$ cat src/rtl/ch5_pkg.sv
// ============================================================================
// Module   : ch5_pkg
// Purpose  : Shared types and constants for the chapter-5 "three consecutive
//            ones" detector family and its stimulus transmitter.
// Contents : tx_state_t        transmitter FSM states
//            RUN_TARGET        run length at which the detector fires
//            RUN_W / RUN_MAX   run-counter width and saturation value
//            GAP_W             width of the inter-word gap counter
//            run_sat_inc()     saturating increment of a run count
// Revision : 1.0 - initial release
// ============================================================================
`default_nettype none

package ch5_pkg;

  typedef enum logic [1:0] {
    IDLE  = 2'd0,
    SHIFT = 2'd1,
    GAP   = 2'd2
  } tx_state_t;

  localparam int RUN_TARGET = 3;
  localparam int RUN_W      = 2;
  localparam logic [RUN_W-1:0] RUN_MAX = RUN_W'(RUN_TARGET);

  // Holds GAP_CYCLES up to 15.
  localparam int GAP_W = 4;

  // Count one more 1 in the current run, holding at RUN_MAX.
  function automatic logic [RUN_W-1:0] run_sat_inc(input logic [RUN_W-1:0] run);
    return (run == RUN_MAX) ? run : run + RUN_W'(1);
  endfunction

endpackage

`default_nettype wire

$ cat src/rtl/ones_run_model.sv
// ============================================================================
// Module   : ones_run_model
// Purpose  : Saturating run tracker that predicts the output of a Moore
//            "three consecutive 1s" detector clocked by the same clock and
//            fed the same bit stream. Usable as a golden model for any
//            detector in the family.
// Ports    : clk       in   clock, rising edge
//            rst       in   asynchronous reset, active low
//            x         in   serial bit stream seen by the detector
//            expect_y  out  predicted detector output (registered)
// Revision : 1.0 - initial release
// ============================================================================
`default_nettype none

module ones_run_model
  import ch5_pkg::*;
(
  input  logic clk,
  input  logic rst,
  input  logic x,
  output logic expect_y
);

  // r_run 0..3 is the detector state 00/01/10/11.
  logic [RUN_W-1:0] r_run;
  logic [RUN_W-1:0] w_run_next;

  always_comb begin
    w_run_next = x ? run_sat_inc(r_run) : '0;
  end

  // expect_y is registered from the next-state value so that it equals
  // (r_run == RUN_MAX) in every cycle, exactly like the detector's Moore y.
  always_ff @(posedge clk or negedge rst) begin
    if (!rst) begin
      r_run    <= '0;
      expect_y <= 1'b0;
    end else begin
      r_run    <= w_run_next;
      expect_y <= (w_run_next == RUN_MAX);
    end
  end

endmodule

`default_nettype wire

$ cat src/rtl/serial_pattern_tx.sv
// ============================================================================
// Module   : serial_pattern_tx
// Purpose  : Loads a parallel word through a valid/ready handshake and shifts
//            it out MSB first, one bit per clock, followed by at least one
//            idle zero (plus GAP_CYCLES more). Also predicts the output of a
//            "three consecutive 1s" detector driven by the same stream.
// Params   : WIDTH       word length, 2..32
//            GAP_CYCLES  extra zero bits after each word, 0..15
// Ports    : clk         in   clock, rising edge
//            rst         in   asynchronous reset, active low
//            data_in     in   word to send, sampled on an accepted load
//            load_valid  in   source offers data_in
//            load_ready  out  ready to accept a word (IDLE only)
//            x           out  serial bit, 0 when not shifting
//            x_valid     out  x carries a word bit
//            done        out  pulse coincident with the last bit
//            expect_y    out  predicted detector output
// Revision : 1.0 - initial release
// ============================================================================
`default_nettype none

module serial_pattern_tx
  import ch5_pkg::*;
#(
  parameter int WIDTH      = 8,
  parameter int GAP_CYCLES = 0
) (
  input  logic             clk,
  input  logic             rst,
  input  logic [WIDTH-1:0] data_in,
  input  logic             load_valid,
  output logic             load_ready,
  output logic             x,
  output logic             x_valid,
  output logic             done,
  output logic             expect_y
);

  localparam int CNT_W = $clog2(WIDTH);
  localparam logic [CNT_W-1:0] BIT_LAST = CNT_W'(WIDTH - 1);
  localparam logic [CNT_W-1:0] DONE_AT  = CNT_W'(WIDTH - 2);
  localparam logic [GAP_W-1:0] GAP_LAST = (GAP_CYCLES > 0) ? GAP_W'(GAP_CYCLES - 1) : '0;

  tx_state_t        r_state;
  // Holds only the bits not yet placed on x, left-aligned, so the next bit
  // to send is always the MSB.
  logic [WIDTH-1:0] r_shift;
  logic [CNT_W-1:0] r_bit_cnt;  // index of the bit currently on x
  logic [GAP_W-1:0] r_gap_cnt;

  always_ff @(posedge clk or negedge rst) begin
    if (!rst) begin
      r_state    <= IDLE;
      r_shift    <= '0;
      r_bit_cnt  <= '0;
      r_gap_cnt  <= '0;
      load_ready <= 1'b1;
      x          <= 1'b0;
      x_valid    <= 1'b0;
      done       <= 1'b0;
    end else begin
      case (r_state)
        IDLE: begin
          // load_ready is 1 throughout IDLE, so load_valid alone accepts.
          if (load_valid) begin
            r_state    <= SHIFT;
            load_ready <= 1'b0;
            r_shift    <= {data_in[WIDTH-2:0], 1'b0};
            r_bit_cnt  <= '0;
            x          <= data_in[WIDTH-1];
            x_valid    <= 1'b1;
            done       <= 1'b0;
          end
        end

        SHIFT: begin
          if (r_bit_cnt == BIT_LAST) begin
            x         <= 1'b0;
            x_valid   <= 1'b0;
            done      <= 1'b0;
            r_gap_cnt <= '0;
            if (GAP_CYCLES > 0) begin
              r_state <= GAP;
            end else begin
              r_state    <= IDLE;
              load_ready <= 1'b1;
            end
          end else begin
            x         <= r_shift[WIDTH-1];
            r_shift   <= {r_shift[WIDTH-2:0], 1'b0};
            r_bit_cnt <= r_bit_cnt + CNT_W'(1);
            done      <= (r_bit_cnt == DONE_AT);
          end
        end

        GAP: begin
          if (r_gap_cnt == GAP_LAST) begin
            r_state    <= IDLE;
            load_ready <= 1'b1;
          end else begin
            r_gap_cnt <= r_gap_cnt + GAP_W'(1);
          end
        end

        default: begin
          r_state    <= IDLE;
          load_ready <= 1'b1;
          x          <= 1'b0;
          x_valid    <= 1'b0;
          done       <= 1'b0;
        end
      endcase
    end
  end

  ones_run_model u_run_model (
    .clk      (clk),
    .rst      (rst),
    .x        (x),
    .expect_y (expect_y)
  );

endmodule

`default_nettype wire
$ cat config.mk
export PLATFORM = sky130hd
export DESIGN_NAME = serial_pattern_tx
export DESIGN_NICKNAME = d
export VERILOG_FILES = /design/src/rtl/ch5_pkg.sv /design/src/rtl/ones_run_model.sv /design/src/rtl/serial_pattern_tx.sv
export SDC_FILE = /design/constraint.sdc
export NUM_CORES = 1
export LEC_CHECK = 0
export BUFFER_PORTS_ARGS = -buffer_cell sky130_fd_sc_hd__buf_4
export CAP_MARGIN = 20
export CORE_MARGIN = 3
export CORE_UTILIZATION = 35
export CTS_BUF_LIST = sky130_fd_sc_hd__clkbuf_4 sky130_fd_sc_hd__clkbuf_8
export DETAILED_ROUTE_END_ITERATION = 6
export PLACE_DENSITY = 0.52
export REMOVE_ABC_BUFFERS = 1
export SLEW_MARGIN = 20
export SYNTH_ARGS = -nofsm -noshare
export SYNTH_HDL_FRONTEND = slang
export SYNTH_SLANG_ARGS = --single-unit
export TNS_END_PERCENT = 30
$ cat constraint.sdc
create_clock -name clk -period 4.1 [get_ports clk]
set_input_delay 0.82 -clock clk [delete_from_list [all_inputs] [get_ports clk]]
set_output_delay 0.82 -clock clk [all_outputs]
set_load 0.05 [all_outputs]
==> key figures <==
Critical path
  • WS Path Type: reg -> out
  • Crit path max-delay cell type: dfrtp_1
  • R2R Path Start: r_bit_cnt[1]
  • CP Capture Type: primary output
  • Crit path launch: x_valid
  • Arrival @ worst endpoint: 1.42 ns
  • Crit-path leading delay family: flip-flops
  • Worst path bufs/invs: 1
  • Largest stage delay, worst path: 0.81 ns
  • CP Cell Sequence: buf_4
  • WP data required: 3.28 ns
  • Critical path fanouts, max: 24
  • Crit start category: flip-flop

Clock network
  • Hold-fix buffers, CTS: 0
  • Clock sink count: 17
  • H-tree Lvls: 1
  • CTS resizes: 0
  • Post-CTS Repair Setup Buffers: 0
  • Clock latency on the worst-skew pair: 0.29 ns
  • CTS max path bufs: 2
  • Root buf cell: clkbuf_4
  • CTS tree: done
  • CTS clk-pin slew, worst paths: 0.10 ns
  • Total CTS buffers: 3

Timing
  • Final Hold Viols: 0
  • Relative slew slack: 0.533
  • Fmax: 0.447 GHz
  • Setup ws final: 1.86 ns
  • Unrepaired setup endpoints after global routing: false
  • Final period utilization: 0.546
  • Max Slew Vio Count: 0
  • Slew @ Worst Pin: 0.701 ns
  • Clock Skews: 0.00308 ns
  • Min Tclk post-route: 2.24 ns
  • Final Setup Violations: 0
  • Post-Route Setup TNS: 0 ns

Synthesis
  • Sequential fraction of the synthesis area: 0.496
  • Prevailing post-synth register cell: dfrtp_1
  • Post-Syn Instances: 76
  • Leading area contributor after synthesis: dfrtp_1
  • Number of synthesized flops with an enable pin: 0
  • Share of the synthesized area in the top cell type: 0.465
  • Mean post-synth cell area: 11.3 µm²
  • Post-synth design cell area: 861 µm²
  • Distinct cells, synth: 24
  • Async SR Flop Fraction: 1.00
  • Yosys warns: 0
  • Flip-flop and latch count after synthesis: 17
  • Most common cell in the netlist: dfrtp_1
  • Post-synth top cells: 16 x dfrtp_1, 8 x mux2i_1, 6 x a211oi_1, 6 x a21oi_1, 5 x and2b_1
  • Largest cells by area after synthesis: dfrtp_1 47%, mux2i_1 9.3%, ha_1 5.8%

GRT
  • First-pass GRT wire length: 2450 µm
  • Pin count of the biggest net entering global routing: 25
  • Initial antenna violation count: 0
  • Vias in the first global route: 531
  • Overflow after GRT: 0
  • GRT Util Overall: 0.102

Routing
  • Detailed Route Iter0 Violations: 7
  • Total Wirelength: 1500 µm
  • Remaining antenna violation count: 0
  • First-pass DRT Iterations: 4
  • Vias: 600
  • Drt wl/cell: 12.6 µm
  • DRC viols: 0
  • Via density per instance: 5.04

Floorplan
  • Initial Util: 0.378
  • # IOs: 16
  • Row count: 17
  • Core ar.: 2280 µm²
  • Chip height: 55.6 µm
  • Die ar.: 3090 µm²
  • Die Width: 55.6 µm

Min path
  • Worst hold path class: in -> async

Pwr
  • Pint: 427 µW
  • P_leak: 0.000465 µW
  • Max IR drop VDD: 262 µV
  • PwrDens: 713 nW/µm²
  • Switching Share: 0.403
  • Clock power frac: 0.135
  • P_sw: 289 µW
  • Seq pwr share: 0.452
  • Logic pwr share: 0.413

Cells and area
  • # diodes: 0
  • Layout area overhead: 16.7%
  • Layout cells sized above 1: 0.242
  • Final Net Count: 107

Placed design
  • Pre-CTS setup slack: 2.19 ns
  • Routability cong.: 0.700
  • IO buf count: 15
  • Detail Placement HPWL: 1050 µm

Run
  • MaxCap Viol Count: 0

Run status
  • Outcome: finished clean
==> registers in the layout, summed over array words and instances, names as in the netlist <==
register	count
done	1
load_ready	1
r_bit_cnt	3
r_shift	7
u_run_model.expect_y	1
u_run_model.r_run	2
x	1
x_valid	1
==> layout by cell type, fill, tap and decap left out, types with 2 or more instances in the layout <==
cell,synthesis,layout
nand2_1,2,2
nor2b_1,2,2
o21ai_0,2,2
and2b_1,5,5
ha_1,4,4
a211oi_1,6,6
inv_1,3,3
nand3_1,2,2
o21ai_1,3,3
a22o_1,2,2
buf_4,3,15
mux2i_1,8,8
clkbuf_4,0,4
a21oi_1,6,6
nand2b_1,3,3
dfrtp_1,16,16
==> through the flow <==
stage / cells / power [µW] / hold WS [ns] / util / instance area [µm²]
floorplan: 72 / 538 / 0.432 / - / 827
global placement: 115 / 621 / 0.454 / 0.428 / 975
detailed placement: 115 / 628 / 0.460 / 0.428 / 975
CTS: 119 / 728 / 0.373 / 0.441 / 1000
global route: 119 / 772 / 0.377 / 0.441 / 1000
finish: 119 / 716 / 0.373 / 0.441 / 1000
==> final cells by class <==
class	instances	area [µm²]
Clock buffer	4	30.0
Fill cell	217	1270
Inverter	3	11.3
Multi-Input combinational cell	52	389
Sequential cell	17	427
Tap cell	28	35.0
Timing Repair Buffer	15	113
==> worst paths after layout <==
check	end	slack, ns	cells past startpoint
worst min register to register	u_run_model.r_run[0]	0.47	1
worst max-delay path	x_valid	1.86	1
worst min-delay path	x	0.37	1
max in group asynchronous	load_ready	3.48	1
worst max register to register	r_bit_cnt[2]	2.29	4
min in group clk	u_run_model.r_run[0]	0.47	1
==> kinds of logic (layout without fill, tap and decap cells) <==
kind of cell | after synthesis | in the layout | synth area share
buffers and inverters | 7 | 22 | 0.0523
adders and majority gates | 4 | 4 | 0.0581
muxes | 9 | 9 | 0.106
AOI/OAI and AO/OA | 23 | 23 | 0.173
and+or+nand+nor | 16 | 16 | 0.115
DFF | 17 | 17 | 0.496
==> power groups by stage <==
stage / Clock [µW] / Sequential, µW / Combinational [µW]
after floorplan: 0 / 375 / 163
after global placement: 0 / 325 / 296
after detailed placement: 0 / 327 / 301
after CTS: 102 / 324 / 302
after global routing: 109 / 338 / 325
final: 96.8 / 324 / 296
==> layer usage <==
layer,GRT usage,up-vias,part of all wire
met4,0.0729,0,0.027
met1,0.138,279,0.48
met3,0.0278,5,0.055
met5,0,-,0
met2,0.139,16,0.43
li1,-,300,-
No activity file was read; power rests on OpenSTA's default activity.
